### src/rtl/status_frame_receiver_pkg.sv
// Shared constants for the alarm status serial link.
// The controller-side transmitter packs its status word with these same
// definitions, so both ends agree on frame length and bit positions.
package status_frame_receiver_pkg;

    localparam int FRAME_LEN = 4;

    localparam int BIT_ARMED = 3;
    localparam int BIT_ALARM = 2;
    localparam int BIT_S1    = 1;
    localparam int BIT_S2    = 0;

    typedef enum logic {
        IDLE  = 1'b0,
        SHIFT = 1'b1
    } rx_state_t;

    // An alarm can only be raised while the system is armed.
    function automatic logic frame_is_legal(input logic [FRAME_LEN-1:0] f);
        return !(f[BIT_ALARM] && !f[BIT_ARMED]);
    endfunction

endpackage

### src/rtl/status_blinker.sv
// Square-wave generator for the alarm LED. The phase restarts high whenever
// the enable rises, so the LED always begins a blink sequence lit.
module status_blinker #(
    parameter int BLINK_HALF = 5000
) (
    input  logic clk,
    input  logic rst,
    input  logic en,
    output logic blink
);

    localparam int CNT_W = (BLINK_HALF > 1) ? $clog2(BLINK_HALF) : 1;
    localparam logic [CNT_W-1:0] CNT_LAST = CNT_W'(BLINK_HALF - 1);

    logic [CNT_W-1:0] cnt;
    logic             phase;

    // Half-period counter; idles at zero with the phase preloaded high while disabled.
    always_ff @(posedge clk or posedge rst) begin
        if (rst) begin
            cnt   <= '0;
            phase <= 1'b0;
        end else if (!en) begin
            cnt   <= '0;
            phase <= 1'b1;
        end else if (cnt == CNT_LAST) begin
            cnt   <= '0;
            phase <= ~phase;
        end else begin
            cnt <= cnt + 1'b1;
        end
    end

    assign blink = en & phase;

endmodule

### src/rtl/status_frame_receiver.sv
// Keypad-side receiver for the alarm controller's serial status link.
// Deserializes 4-bit frames, rejects malformed or illegal ones, waits for a
// run of identical frames before updating the displayed state, and drops the
// panel LEDs when the link watchdog expires.
module status_frame_receiver
    import status_frame_receiver_pkg::*;
#(
    parameter int CONFIRM_FRAMES = 2,
    parameter int LINK_TIMEOUT   = 64,
    parameter int BLINK_HALF     = 5000
) (
    input  logic                 SERCLK_OUT,
    input  logic                 RESET_IN,
    input  logic                 STATUS_SEND,
    input  logic                 STATUS_OUT,
    output logic [FRAME_LEN-1:0] STATUS_WORD,
    output logic                 LED_ARMED,
    output logic                 LED_ALARM,
    output logic                 LED_S1,
    output logic                 LED_S2,
    output logic                 LINK_OK,
    output logic                 FRAME_ERR
);

    localparam int CNT_W = $clog2(FRAME_LEN);
    localparam logic [CNT_W-1:0] LAST_BIT = CNT_W'(FRAME_LEN - 1);

    localparam int WD_W = $clog2(LINK_TIMEOUT + 1);
    localparam logic [WD_W-1:0] WD_LIMIT = WD_W'(LINK_TIMEOUT);
    localparam logic [WD_W-1:0] WD_TRIP  = WD_W'(LINK_TIMEOUT - 1);

    localparam logic [2:0] CONFIRM = 3'(CONFIRM_FRAMES);

    rx_state_t            state;
    rx_state_t            state_next;
    logic [CNT_W-1:0]     bit_cnt;
    logic [FRAME_LEN-2:0] shift_reg;

    logic                 last_bit;
    logic                 frame_done;
    logic                 framing_err;

    logic [FRAME_LEN-1:0] frame;
    logic                 frame_legal;
    logic [FRAME_LEN-1:0] candidate;
    logic [2:0]           match_cnt;
    logic [2:0]           match_next;
    logic                 confirm_now;

    logic [WD_W-1:0]      wd_cnt;
    logic                 timeout_now;

    logic                 blink;

    // FSM state register.
    always_ff @(posedge SERCLK_OUT or posedge RESET_IN) begin
        if (RESET_IN) begin
            state <= IDLE;
        end else begin
            state <= state_next;
        end
    end

    // Next state: a strobe always (re)starts shifting, otherwise leave after the last bit.
    always_comb begin
        state_next = state;
        case (state)
            IDLE: begin
                if (STATUS_SEND) begin
                    state_next = SHIFT;
                end
            end
            SHIFT: begin
                if (last_bit && !STATUS_SEND) begin
                    state_next = IDLE;
                end
            end
            default: state_next = IDLE;
        endcase
    end

    // FSM decodes: frame completion and a strobe arriving before the frame is complete.
    always_comb begin
        last_bit    = (bit_cnt == LAST_BIT);
        frame_done  = 1'b0;
        framing_err = 1'b0;
        if (state == SHIFT) begin
            frame_done  = last_bit;
            framing_err = STATUS_SEND && !last_bit;
        end
    end

    // Shift register and bit counter; the data line is ignored on the strobe edge itself.
    always_ff @(posedge SERCLK_OUT or posedge RESET_IN) begin
        if (RESET_IN) begin
            bit_cnt   <= '0;
            shift_reg <= '0;
        end else if (STATUS_SEND) begin
            bit_cnt   <= '0;
            shift_reg <= '0;
        end else if (state == SHIFT) begin
            bit_cnt   <= bit_cnt + 1'b1;
            shift_reg <= {shift_reg[FRAME_LEN-3:0], STATUS_OUT};
        end
    end

    // Frame assembly, confirmation run length and watchdog trip decode.
    always_comb begin
        frame       = {shift_reg, STATUS_OUT};
        frame_legal = frame_is_legal(frame);
        if (frame == candidate) begin
            match_next = (match_cnt >= CONFIRM) ? CONFIRM : match_cnt + 3'd1;
        end else begin
            match_next = 3'd1;
        end
        confirm_now = frame_done && frame_legal && (match_next == CONFIRM);
        timeout_now = !frame_done && (wd_cnt == WD_TRIP);
    end

    // Confirmation, error reporting and link watchdog; a completed frame beats a timeout.
    always_ff @(posedge SERCLK_OUT or posedge RESET_IN) begin
        if (RESET_IN) begin
            candidate   <= '0;
            match_cnt   <= '0;
            wd_cnt      <= '0;
            STATUS_WORD <= '0;
            LINK_OK     <= 1'b0;
            FRAME_ERR   <= 1'b0;
        end else begin
            FRAME_ERR <= framing_err || (frame_done && !frame_legal);
            if (frame_done) begin
                wd_cnt <= '0;
                if (frame_legal) begin
                    candidate <= frame;
                    match_cnt <= match_next;
                    if (confirm_now) begin
                        STATUS_WORD <= frame;
                        LINK_OK     <= 1'b1;
                    end
                end else begin
                    match_cnt <= '0;
                end
            end else begin
                if (wd_cnt != WD_LIMIT) begin
                    wd_cnt <= wd_cnt + 1'b1;
                end
                if (timeout_now) begin
                    LINK_OK   <= 1'b0;
                    match_cnt <= '0;
                end
            end
        end
    end

    status_blinker #(
        .BLINK_HALF (BLINK_HALF)
    ) u_blinker (
        .clk   (SERCLK_OUT),
        .rst   (RESET_IN),
        .en    (STATUS_WORD[BIT_ALARM]),
        .blink (blink)
    );

    // Registered panel LEDs, all gated by link health.
    always_ff @(posedge SERCLK_OUT or posedge RESET_IN) begin
        if (RESET_IN) begin
            LED_ARMED <= 1'b0;
            LED_ALARM <= 1'b0;
            LED_S1    <= 1'b0;
            LED_S2    <= 1'b0;
        end else begin
            LED_ARMED <= STATUS_WORD[BIT_ARMED] & LINK_OK;
            LED_ALARM <= STATUS_WORD[BIT_ALARM] & LINK_OK & blink;
            LED_S1    <= STATUS_WORD[BIT_S1] & LINK_OK;
            LED_S2    <= STATUS_WORD[BIT_S2] & LINK_OK;
        end
    end

endmodule
### config.mk
export PLATFORM = sky130hd
export DESIGN_NAME = status_frame_receiver
export DESIGN_NICKNAME = d
export VERILOG_FILES = /design/src/rtl/status_frame_receiver_pkg.sv /design/src/rtl/status_blinker.sv /design/src/rtl/status_frame_receiver.sv
export SDC_FILE = /design/constraint.sdc
export NUM_CORES = 1
export LEC_CHECK = 0
export CAP_MARGIN = 20
export CORE_AREA = 2 2 75 77
export CTS_BUF_LIST = sky130_fd_sc_hd__clkbuf_4
export DETAILED_ROUTE_END_ITERATION = 16
export DIE_AREA = 0 0 77 79
export PLACE_DENSITY = 0.62
export SLEW_MARGIN = 25
export SYNTH_ARGS = -nofsm -noshare
export SYNTH_HDL_FRONTEND = slang
export SYNTH_HIERARCHICAL = 1
export SYNTH_SLANG_ARGS = --single-unit
### constraint.sdc
create_clock -name SERCLK_OUT -period 2.7 [get_ports SERCLK_OUT]
set_input_delay 0.54 -clock SERCLK_OUT [delete_from_list [all_inputs] [get_ports SERCLK_OUT]]
set_output_delay 0.54 -clock SERCLK_OUT [all_outputs]
set_load 0.005 [all_outputs]
Word level (Yosys, flattened, before mapping) --
Cells that the tools add are included. Widths: inputs -> output; s select.
Operators by class: reductions and logical operators 19, bitwise logic cells 9, equal/unequal tests 9, $add $sub $neg 4, muxes and demuxes 24, $lt $le $gt $ge 1
Operator list (count):
- $mux 13 | 2
- $mux 3 | 7
- $mux 7 | 2
- $add 13x1->13 const B | 1
- $eq 13x13->1 const B | 1
- $mux 1 | 10
- $add 7x1->7 const B | 1
- $eq 7x6->1 const B | 1
- $logic_and 1x1->1 | 7
- $ne 7x7->1 const B | 1
- $and 1x1->1 | 6
- $reduce_and 3->1 | 2
- $reduce_bool 2->1 | 3
- $logic_not 1->1 | 5
- $eq 4x4->1 | 1
- $mux 2 | 2
- $ne 2x1->1 const B | 2
- $add 3x1->3 const B | 1
- $eq 3x2->1 const B | 1
- $ge 3x2->1 const B | 1
- $not 1->1 | 3
- $add 2x1->2 const B | 1
- $eq 2x2->1 const B | 1
- $ne 2x2->1 const B | 1
- other kinds (3) | 3
Word-level totals: register bits after elaboration 44, output and inout port bits 10, bits of input ports 4

Logic depth before layout (Yosys ltp) --
Gate-level depths: netlist of the first run.
word-level depth 8, depth in mapped cells 6, depth with buffers taken out 5

Hierarchy --
Netlist of the first run, hierarchy kept.
By module, submodules not included:
- status_frame_receiver | instances 1, area an instance 1377.6 µm², cells an instance 116
- status_blinker | instances 1, area an instance 673.1 µm², cells an instance 67

Worst setup path before layout of the first run --
Ideal clock, no wire load.
path type flip-flop to flip-flop, start register u_blinker.cnt[10], end register u_blinker.cnt[10], path buffers 1, arrival time 1.668 ns, stages on the path, launching flop included 6, period minus slack after synthesis 1.787 ns, slack 0.913 ns, cells stage by stage dfrtp_1 > or4b_1 > or4_4 > nand2_2 > buf_6 > nor2_1
Between the ends: longest elaborated chain between the ends 3, elaborated cells between the ends (all ways) 4, those cells by class 1 x add/sub; 1 x eq/ne; 2 x mux
Ends and longest elaborated chain:
- from (decl) | RTL line status_blinker.sv:15 | logic [CNT_W-1:0] cnt;
- from (signal assigned) | RTL line status_blinker.sv:30 | cnt <= cnt + 1'b1;
- $add 13x1->13 / $eq 13x13->1 (equally long branches) | RTL line status_blinker.sv:30, status_blinker.sv:26
- $mux 13 (*) | RTL line status_blinker.sv:26 | end else if (cnt == CNT_LAST) begin
- $mux 13 (*) | RTL line status_blinker.sv:23 | end else if (!en) begin
Every way passes the cells marked *; elsewhere a longest branch is shown, timed or not. A chain may end at the register's enable or synchronous reset.

Worst setup path in the final report of the first run --
Same ends and word-level chain as after synthesis.

==> flow_summary_export.csv, run 1 <==
group,metric,value,unit
outcome,status,"finished clean",
setup_path,reg2reg_depth,4,
cells_and_area,syn_to_final_growth,14.03,%
setup_path,rrSetupSlack,780,ps
pwr,powerDensity,722.5,nW/µm²
global_route,grt.overflow.total,0,
timing,finalSetupViolCount,0,
cts,cts-buffers-inserted,5,
route,dr.pass1.iters,4,
synth,yosysMostFrequentCell,"dfrtp_1",
pwr,ir_worst_vdd,349.0,µV
route,drt_wl_total,3.271,mm
cells_and_area,nNetsFinal,210,
cells_and_area,postLayoutCellArea,2338,µm²
synth,synth_cells,183,
global_route,grt_first_pass_wirelength,5.878,mm
cells_and_area,top_register,"u_blinker/cnt",
cts,clockBufferDepth,2,
global_route,grt_max_degree,31,
route,met1Wirelength,1.555,mm
synth,ys_async_sr_fraction,1.000,
timing,worst_pin_slew,530.9,ps
route,routed.top_layer,"met4",
min_path,min_path_type,"flip-flop to flip-flop",
floorplan,core_area,5338,µm²
synth,synth_edf_count,0,
placed_design,hpwl,2.354,mm
floorplan,die_w,77,µm
timing,timing.setup.tns,0,ps
global_route,grt_pass1_vias,1295,
min_path,min_to,"u_blinker/cnt[0]",
cts,clk-insertion-delay-late,340,ps
synth,synth_cell_types,40,
synth,ys.flop_type,"dfrtp_1",
synth,yosys-top-cells-area,"dfrtp_1 54%, xor2_1 5.1%, nor2_1 4.9%, xnor2_1 4.3%, ha_1 3.1%",
cells_and_area,largest_register_ffs,13,
timing,slew_headroom,0.6457,
setup_path,cp.arrival,2150,ps
cells_and_area,n_antenna_cell,0,
synth,ys_seq_area_frac,0.5369,
cts,cts_hold_buf,0,
route,met2WireLength,1.612,mm
cts,htree_levels,2,
timing,finClkSkew,13.86,ps
synth,synth-seq-cells,44,
setup_path,startpoint_type,"flip-flop",
synth,synth_area,2051,µm²
setup_path,crit_required,2930,ps
synth,syn_nets,192,
route,met3_length,85,µm
timing,drv_slew,0,
cts,clk_pin_slew,130,ps
setup_path,crit_fanout,11,
cts,post_cts_buffers,0,
route,post_drt_wl_per_cell,11.94,µm
setup_path,crit_type,"flip-flop to flip-flop",
placed_design,port_buffers,13,
timing,timing.fmax,0.5219,GHz
floorplan,die_h,79,µm
run,cap_violations,0,
synth,synth_top_area_frac,0.5369,
floorplan,die_area,6083,µm²
cts,post_cts_resized,0,
route,drc,0,
cts,numClockSinks,44,
route,drtIter0Drc,34,
timing,fin_crit,1916,ps
cts,cts-root-buf,"clkbuf_4",
floorplan,start_util,0.3842,
route,ant_nets,0,
setup_path,end_kind,"flip-flop",
synth,yosys.area.top_type,"dfrtp_1",
floorplan,num_rows,27,
synth,syn_area_per_cell,11.21,µm²
route,vias,1314,
synth,ys_top_cells_by_count,"44 x dfrtp_1, 27 x nor2_1, 12 x xor2_1",
min_path,hp-start,"u_blinker/cnt[0]",
timing,period_share,0.7096,
cells_and_area,final_layout_size_suffix_gt1_frac,0.1040,
route,vias_per_cell,4.796,
timing,rsz0062_at_grt,"no",
setup_path,reg2reg_to,"u_blinker/cnt[10]",
placed_design,place_congestion,0.7053,
timing,hold_viol_final,0,
cells_and_area,nFillCells,545,
floorplan,ios,14,
synth,ys_warn_count,6,
global_route,grt.total_usage,0.1192,
min_path,min_delay_path_depth,1,
global_route,antenna_found_initial,0,
cts,cts_tree,"yes",
pwr,p_leak,1.076,nW
cells_and_area,top_regs,"u_blinker/cnt: 13 flops, wd_cnt: 7 flops",
setup_path,r2r-start,"u_blinker/cnt[10]",
placed_design,place_area,2258,µm²
## where the power goes
group	internal [W]	switching, W
clock network	0.000194	0.000203
logic	0.000213	0.000185
registers	0.000775	0.000119
total	0.00118	0.000508
## cells by family after synthesis
family	Yosys count	share of synthesized area
simple gates	74	0.1891
fa+ha+maj	5	0.03051
buf+inv	13	0.02806
xor+xnor	22	0.09396
flops	44	0.5369
compound gates	13	0.05186
mux	12	0.06956
## metrics by stage
step | setup WS (ps) | hold slack (ps) | util | power (W) | instances
finish | 784.0 | 485.4 | 0.4381 | 0.001690 | 274
floorplan | 913.3 | 429.2 | - | 0.001187 | 183
CTS | 766.9 | 490.0 | 0.4381 | 0.001717 | 274
global placement | 510.3 | 450.2 | 0.4231 | 0.001301 | 266
detailed placement | 491.3 | 469.4 | 0.4231 | 0.001313 | 266
global route | 693.0 | 507.8 | 0.4381 | 0.001810 | 274
## worst max-delay path by stage
stage                            startpoint           endpoint  slack, ps
after floorplan           u_blinker/cnt[10]  u_blinker/cnt[10]        910
after global placement           STATUS_OUT     STATUS_WORD[0]        510
after detailed placement         STATUS_OUT     STATUS_WORD[3]        490
after CTS                    STATUS_WORD[2]     STATUS_WORD[2]        770
after global routing         STATUS_WORD[2]     STATUS_WORD[2]        690
final                     u_blinker/cnt[10]  u_blinker/cnt[10]        780
## placed cells by master, fill, tap and decap left out, drive strengths merged, types with 6 or more instances in the layout
cell           synthesis  routed
dfrtp                 44      44
nor2                  28      28
clkdlybuf4s50          0      13
xor2                  12      12
inv                   10      10
xnor2                 10      10
nand2                 10      10
and2                   7       7
nand3                  7       7
mux2i                  6       6
mux2                   6       6
## cell type report
cell class                      instances  area, µm²  area share
Clock buffer                            5      37.54     0.01605
Clock inverter                          3      42.54     0.01819
Inverter                               10      37.54     0.01605
Multi-Input combinational cell        126      892.1      0.3815
Sequential cell                        44       1101      0.4708
Tap cell                               72      90.09     0.03852
Timing Repair Buffer                   14      137.6     0.05886
## critical path, cell delays in order, from the launching register on
cell and delay, ps:
dfrtp_1 440, or4b_1 530, or4_4 550, nand2_2 210, nor2_1 80
## routing by layer
metal | vias to the layer above | global-route usage
met5 | - | 0
met4 | 0 | 0.02679
met3 | 2 | 0.03068
met2 | 11 | 0.2044
met1 | 651 | 0.1526
li1 | 650 | -
Note: power is estimated with default switching activity, not from simulation.
==> run 2: changes to the inputs <==
==> constraint.sdc (replaced) <==
create_clock -name SERCLK_OUT -period 1.8 [get_ports SERCLK_OUT]
set_input_delay 0.36 -clock SERCLK_OUT [delete_from_list [all_inputs] [get_ports SERCLK_OUT]]
set_output_delay 0.36 -clock SERCLK_OUT [all_outputs]
set_load 0.005 [all_outputs]
==> run 2 against run 1 <==
Sequential power up 49%; non-clock buffer count up 12; cell area rose by 4.9%; clock skew grew 1.2 ps; largest power group unchanged; utilization rose by 2.2 points.
==> flow_summary_export.csv, run 2 (synthesis gave the netlist of run 1 again) <==
group,metric,value,unit
cts,cts_hold_buf,0,
route,drc,0,
route,vias_per_cell,4.661,
timing,hold_viol_final,0,
setup_path,cp.arrival,2010,ps
cells_and_area,top_register,"u_blinker/cnt",
timing,finClkSkew,15.06,ps
placed_design,post-place-ws,-83.04,ps
cts,clockBufferDepth,2,
cells_and_area,multi_input_area,917.1,µm²
timing,fin_ws,51.56,ps
timing,timing.fmax,0.5719,GHz
pwr,p_leak,1.148,nW
floorplan,start_util,0.3842,
setup_path,startpoint_type,"flip-flop",
route,dr.pass1.iters,4,
cts,numClockSinks,44,
global_route,grt_pass1_vias,1313,
cells_and_area,seq_area,1101,µm²
global_route,grt.total_usage,0.1286,
cts,cts-root-buf,"clkbuf_4",
timing,finalSetupViolCount,0,
setup_path,end_kind,"flip-flop",
global_route,grt_first_pass_wirelength,6.182,mm
setup_path,r2r-start,"u_blinker/cnt[10]",
cells_and_area,nFillCells,527,
setup_path,crit_fanout,3,
timing,fin_crit,1748,ps
setup_path,path_delay_family,"simple AND/OR/NAND/NOR gates",
route,post_drt_wl_per_cell,12.69,µm
floorplan,num_rows,27,
cells_and_area,final_layout_size_suffix_gt1_frac,0.1636,
cells_and_area,final_cell_mix,"44 x dfrtp_1, 27 x nor2_1, 13 x clkdlybuf4s50_1, 13 x buf_4, 11 x xor2_1",
global_route,antenna_found_initial,0,
placed_design,place_congestion,0.6911,
floorplan,die_h,79,µm
setup_path,reg2reg_to,"u_blinker/phase",
timing,period_share,0.9714,
setup_path,crit_slowest_cell,"or4b_4",
timing,drv_slew,0,
setup_path,crit_required,2070,ps
cells_and_area,layout_commonest_cell,"dfrtp_1",
cells_and_area,nNetsFinal,222,
pwr,combPwrFrac,0.265,
placed_design,hpwl,2.577,mm
pwr,p_switching,0.0008160,W
cts,post_cts_buffers,0,
timing,slew_headroom,0.6358,
cells_and_area,syn_to_final_growth,19.65,%
setup_path,cp_slowest_stage_delay,530,ps
setup_path,crit_chain,"or4b_4 -> or4_4 -> xor2_2 -> nand2_1",
min_path,min_path_type,"primary input to asynchronous set/reset pin",
pwr,ir_worst_vdd,554.1,µV
pwr,swShare,0.3095,
setup_path,crit_type,"flip-flop to flip-flop",
route,vias,1333,
pwr,powerDensity,1075,nW/µm²
cts,clk_pin_slew,140,ps
run,cap_violations,0,
setup_path,path_depth,4,
floorplan,ios,14,
cts,htree_levels,2,
pwr,p_total,0.002637,W
setup_path,critPathBufInv,0,
placed_design,port_buffers,13,
floorplan,die_w,77,µm
outcome,status,"finished clean",
floorplan,core_area,5338,µm²
floorplan,die_area,6083,µm²
pwr,p_int,0.001821,W
route,drtIter0Drc,64,
cells_and_area,n_antenna_cell,0,
cts,cts-buffers-inserted,5,
pwr,pwr-share-clk,0.232,
route,drt_wl_total,3.628,mm
timing,rsz0062_at_grt,"yes",
placed_design,place_area,2349,µm²
cells_and_area,top_regs,"u_blinker/cnt: 13 flops, wd_cnt: 7 flops",
global_route,grt.overflow.total,0,
pwr,pwr-share-seq,0.503,
cells_and_area,postLayoutCellArea,2454,µm²
cts,cts_tree,"yes",
cts,clk-insertion-delay-late,360,ps
cells_and_area,largest_register_ffs,13,
route,ant_nets,0,
setup_path,rrSetupSlack,50,ps
timing,timing.setup.tns,0,ps
global_route,grt_max_degree,31,
setup_path,reg2reg_depth,4,
timing,worst_pin_slew,545.6,ps
run 2: cell types whose count changed in the layout (fill, tap and decap cells not counted):
| cell | change |
|---|---|
| buf_4 | +12 |
| nand2_2 | -1 |
| nand2_8 | +1 |
| or4b_1 | -1 |
| or4b_4 | +1 |
| xor2_1 | -1 |
| xor2_2 | +1 |
run 2: cell type report:
cell class              instances  share of cell area
flip-flops and latches         44              0.4488
clock buffers                   5             0.01530
inverters                      10             0.01530
repair buffers                 26             0.09281
clock inverters                 3             0.01734
well taps                      72             0.03672
multi-input cells             126              0.3738
run 2: worst max-delay path by stage:
stage,startpoint,endpoint,slack [ps]
CTS,u_blinker/cnt[10],u_blinker/phase,40
detailed placement,STATUS_OUT,STATUS_WORD[1],-80
floorplan,u_blinker/cnt[10],u_blinker/cnt[10],10
finish,u_blinker/cnt[10],u_blinker/phase,50
global route,u_blinker/cnt[10],u_blinker/phase,-5
global placement,STATUS_OUT,STATUS_WORD[2],-60
run 2: layer usage:
metal  GRT usage  vias to the layer above  wire length (µm)
met4     0.04286                        0                38
met5           0                        -                 0
met3     0.03750                        4               127
met2      0.1974                       23              1670
li1            -                      674                 -
met1      0.1760                      632              1791
run 2: worst reg2reg max path: stages, from the launching register on:
cell and delay (ps):
dfrtp_1 400, or4b_4 530, or4_4 490, xor2_2 170
nand2_1 70
run 2: what timing repair did:
action | in CTS | in global routing
gates resized for setup | 3 | 1
endpoints found under the hold margin | 0 | 0
pin swaps | 1 | 0
setup endpoints to repair | 12 | 1
run 2: through the flow:
step,util,std cells,hold slack (ps)
finish,0.4597,286,357.7
CTS,0.4590,286,363.5
global placement,0.4400,278,460.5
floorplan,-,183,249.2
detailed placement,0.4400,278,469.8
global route,0.4597,286,393.3
run 2: power by group through the flow:
stage	Sequential (W)	Combinational, W	Clock (W)
after CTS	0.00132	0.000711	0.000638
after global placement	0.00133	0.000673	0
final	0.00133	0.000699	0.000612
after floorplan	0.00132	0.000460	0
after global routing	0.00135	0.000783	0.000668
after detailed placement	0.00134	0.000698	0
==> run 3: changes to the inputs <==
--- a/config.mk
+++ b/config.mk
@@ -11,6 +11,7 @@
 export DETAILED_ROUTE_END_ITERATION = 16
 export DIE_AREA = 0 0 77 79
 export PLACE_DENSITY = 0.62
+export SKIP_LAST_GASP = 1
 export SLEW_MARGIN = 25
 export SYNTH_ARGS = -nofsm -noshare
 export SYNTH_HDL_FRONTEND = slang
==> run 3 against run 2 <==
Sequential power about the same; cell count unchanged; register-to-register slack about the same; sequential cell count unchanged; clock-buffer cell count unchanged; fmax up 0.35%; total power about the same; critical endpoint unchanged.
==> flow_summary_export.csv, run 3 (synthesis gave the netlist of run 1 again) <==
group,metric,value,unit
run,cap_violations,0,
timing,period_share,0.9680,
min_path,min_path_type,"primary input to asynchronous set/reset pin",
setup_path,path_delay_family,"simple AND/OR/NAND/NOR gates",
setup_path,crit_chain,"or4b_1 -> or4_4 -> xor2_2 -> nand2_1",
floorplan,die_area,6083,µm²
route,vias,1333,
setup_path,startpoint_type,"flip-flop",
route,drtIter0Drc,64,
global_route,grt_first_pass_wirelength,6.182,mm
pwr,ir_worst_vdd,554.1,µV
setup_path,critical_path.startpoint,"u_blinker/cnt[10]",
global_route,grt.total_usage,0.1286,
placed_design,port_buffers,13,
timing,finalSetupViolCount,0,
floorplan,num_rows,27,
floorplan,start_util,0.3842,
cells_and_area,syn_to_final_growth,19.46,%
cts,clk_pin_slew,140,ps
timing,finClkSkew,15.09,ps
cts,htree_levels,2,
floorplan,ios,14,
pwr,p_total,0.002637,W
floorplan,die_h,79,µm
placed_design,hpwl,2.577,mm
floorplan,die_w,77,µm
route,drt_wl_total,3.625,mm
cells_and_area,n_antenna_cell,0,
cts,cts-buffers-inserted,5,
cells_and_area,final_cell_mix,"44 x dfrtp_1, 27 x nor2_1, 13 x clkdlybuf4s50_1, 13 x buf_4, 11 x xor2_1",
timing,worst_pin_slew,544.8,ps
global_route,grt_pass1_vias,1313,
cells_and_area,multi_input_area,913.4,µm²
route,ant_nets,0,
global_route,grt_max_degree,31,
setup_path,crit_type,"flip-flop to flip-flop",
cts,cts-root-buf,"clkbuf_4",
pwr,p_leak,1.145,nW
setup_path,crit_slowest_cell,"or4b_1",
outcome,status,"finished clean",
timing,fin_crit,1742,ps
cells_and_area,layout_commonest_cell,"dfrtp_1",
cells_and_area,final_layout_size_suffix_gt1_frac,0.1589,
setup_path,end_kind,"flip-flop",
setup_path,r2r-start,"u_blinker/cnt[10]",
pwr,powerDensity,1076,nW/µm²
cts,clk-insertion-delay-late,360,ps
timing,hold_viol_final,0,
global_route,antenna_found_initial,0,
setup_path,cp.arrival,2010,ps
setup_path,cp_slowest_stage_delay,520,ps
cts,clockBufferDepth,2,
setup_path,crit_fanout,3,
route,drc,0,
timing,drv_slew,0,
cts,numClockSinks,44,
global_route,grt.overflow.total,0,
cells_and_area,seq_area,1101,µm²
floorplan,core_area,5338,µm²
placed_design,post-place-ws,-83.04,ps
cells_and_area,nFillCells,529,
cells_and_area,top_register,"u_blinker/cnt",
route,post_drt_wl_per_cell,12.67,µm
cells_and_area,fin_util,0.4590,
cts,cts_tree,"yes",
setup_path,critPathBufInv,0,
cells_and_area,nNetsFinal,222,
route,vias_per_cell,4.661,
cts,post_cts_buffers,0,
timing,rsz0062_at_grt,"yes",
setup_path,crit_required,2070,ps
timing,slew_headroom,0.6364,
timing,fin_ws,57.63,ps
placed_design,place_congestion,0.6911,
timing,timing.fmax,0.5739,GHz
cells_and_area,top_regs,"u_blinker/cnt: 13 flops, wd_cnt: 7 flops",
cells_and_area,largest_register_ffs,13,
route,dr.pass1.iters,4,
-- run 3: cell types whose count changed in the layout (fill, tap and decap cells not counted) --
| cell | delta |
|---|---|
| or4b_1 | +1 |
| or4b_4 | -1 |
-- run 3: cell type report --
class | instances | area share
Multi-Input combinational cell | 126 | 0.3728
Tap cell | 72 | 0.03677
Inverter | 10 | 0.01532
Clock inverter | 3 | 0.01736
Clock buffer | 5 | 0.01532
Sequential cell | 44 | 0.4494
Timing Repair Buffer | 26 | 0.09295
-- run 3: routing by layer --
| metal | wire [µm] | vias to the layer above | track usage |
|---|---|---|---|
| li1 | - | 674 | - |
| met1 | 1789 | 632 | 0.1760 |
| met2 | 1669 | 23 | 0.1974 |
| met3 | 127 | 4 | 0.03750 |
| met4 | 38 | 0 | 0.04286 |
| met5 | 0 | - | 0 |
-- run 3: stage by stage --
| step | hold slack [ps] | area [µm²] | std cells | TNS, ps |
|---|---|---|---|---|
| 2_1_floorplan | 249.2 | 2051 | 183 | 0 |
| 3_3_place_gp | 460.5 | 2349 | 278 | -345.8 |
| 3_5_place_dp | 469.8 | 2349 | 278 | -890.2 |
| 4_1_cts | 363.5 | 2450 | 286 | 0 |
| 5_1_grt | 393.3 | 2450 | 286 | -8.051 |
| 6_report | 357.3 | 2450 | 286 | 0 |
-- run 3: worst paths after layout --
check	slack, ps	cells past startpoint	to
hold reg to reg	480	1	u_blinker/cnt[0]
min in group SERCLK_OUT	480	1	u_blinker/cnt[0]
setup reg to reg	60	4	u_blinker/phase
max in group asynchronous	1070	2	u_blinker/cnt[4]
setup / recovery	60	4	u_blinker/phase
hold / removal	360	2	u_blinker/cnt[8]
-- run 3: where the power goes --
part           switching, W  internal (W)  leakage (nW)
clock network      0.000322      0.000291        0.0428
registers          0.000163       0.00116         0.578
logic              0.000331      0.000367         0.525
-- run 3: timing repair --
item,4_1_cts,5_1_grt
endpoints found under the setup margin,12,1
endpoints found under the hold margin,0,0
gates resized for setup,3,0
pin swaps,1,0
hold buffers,0,0
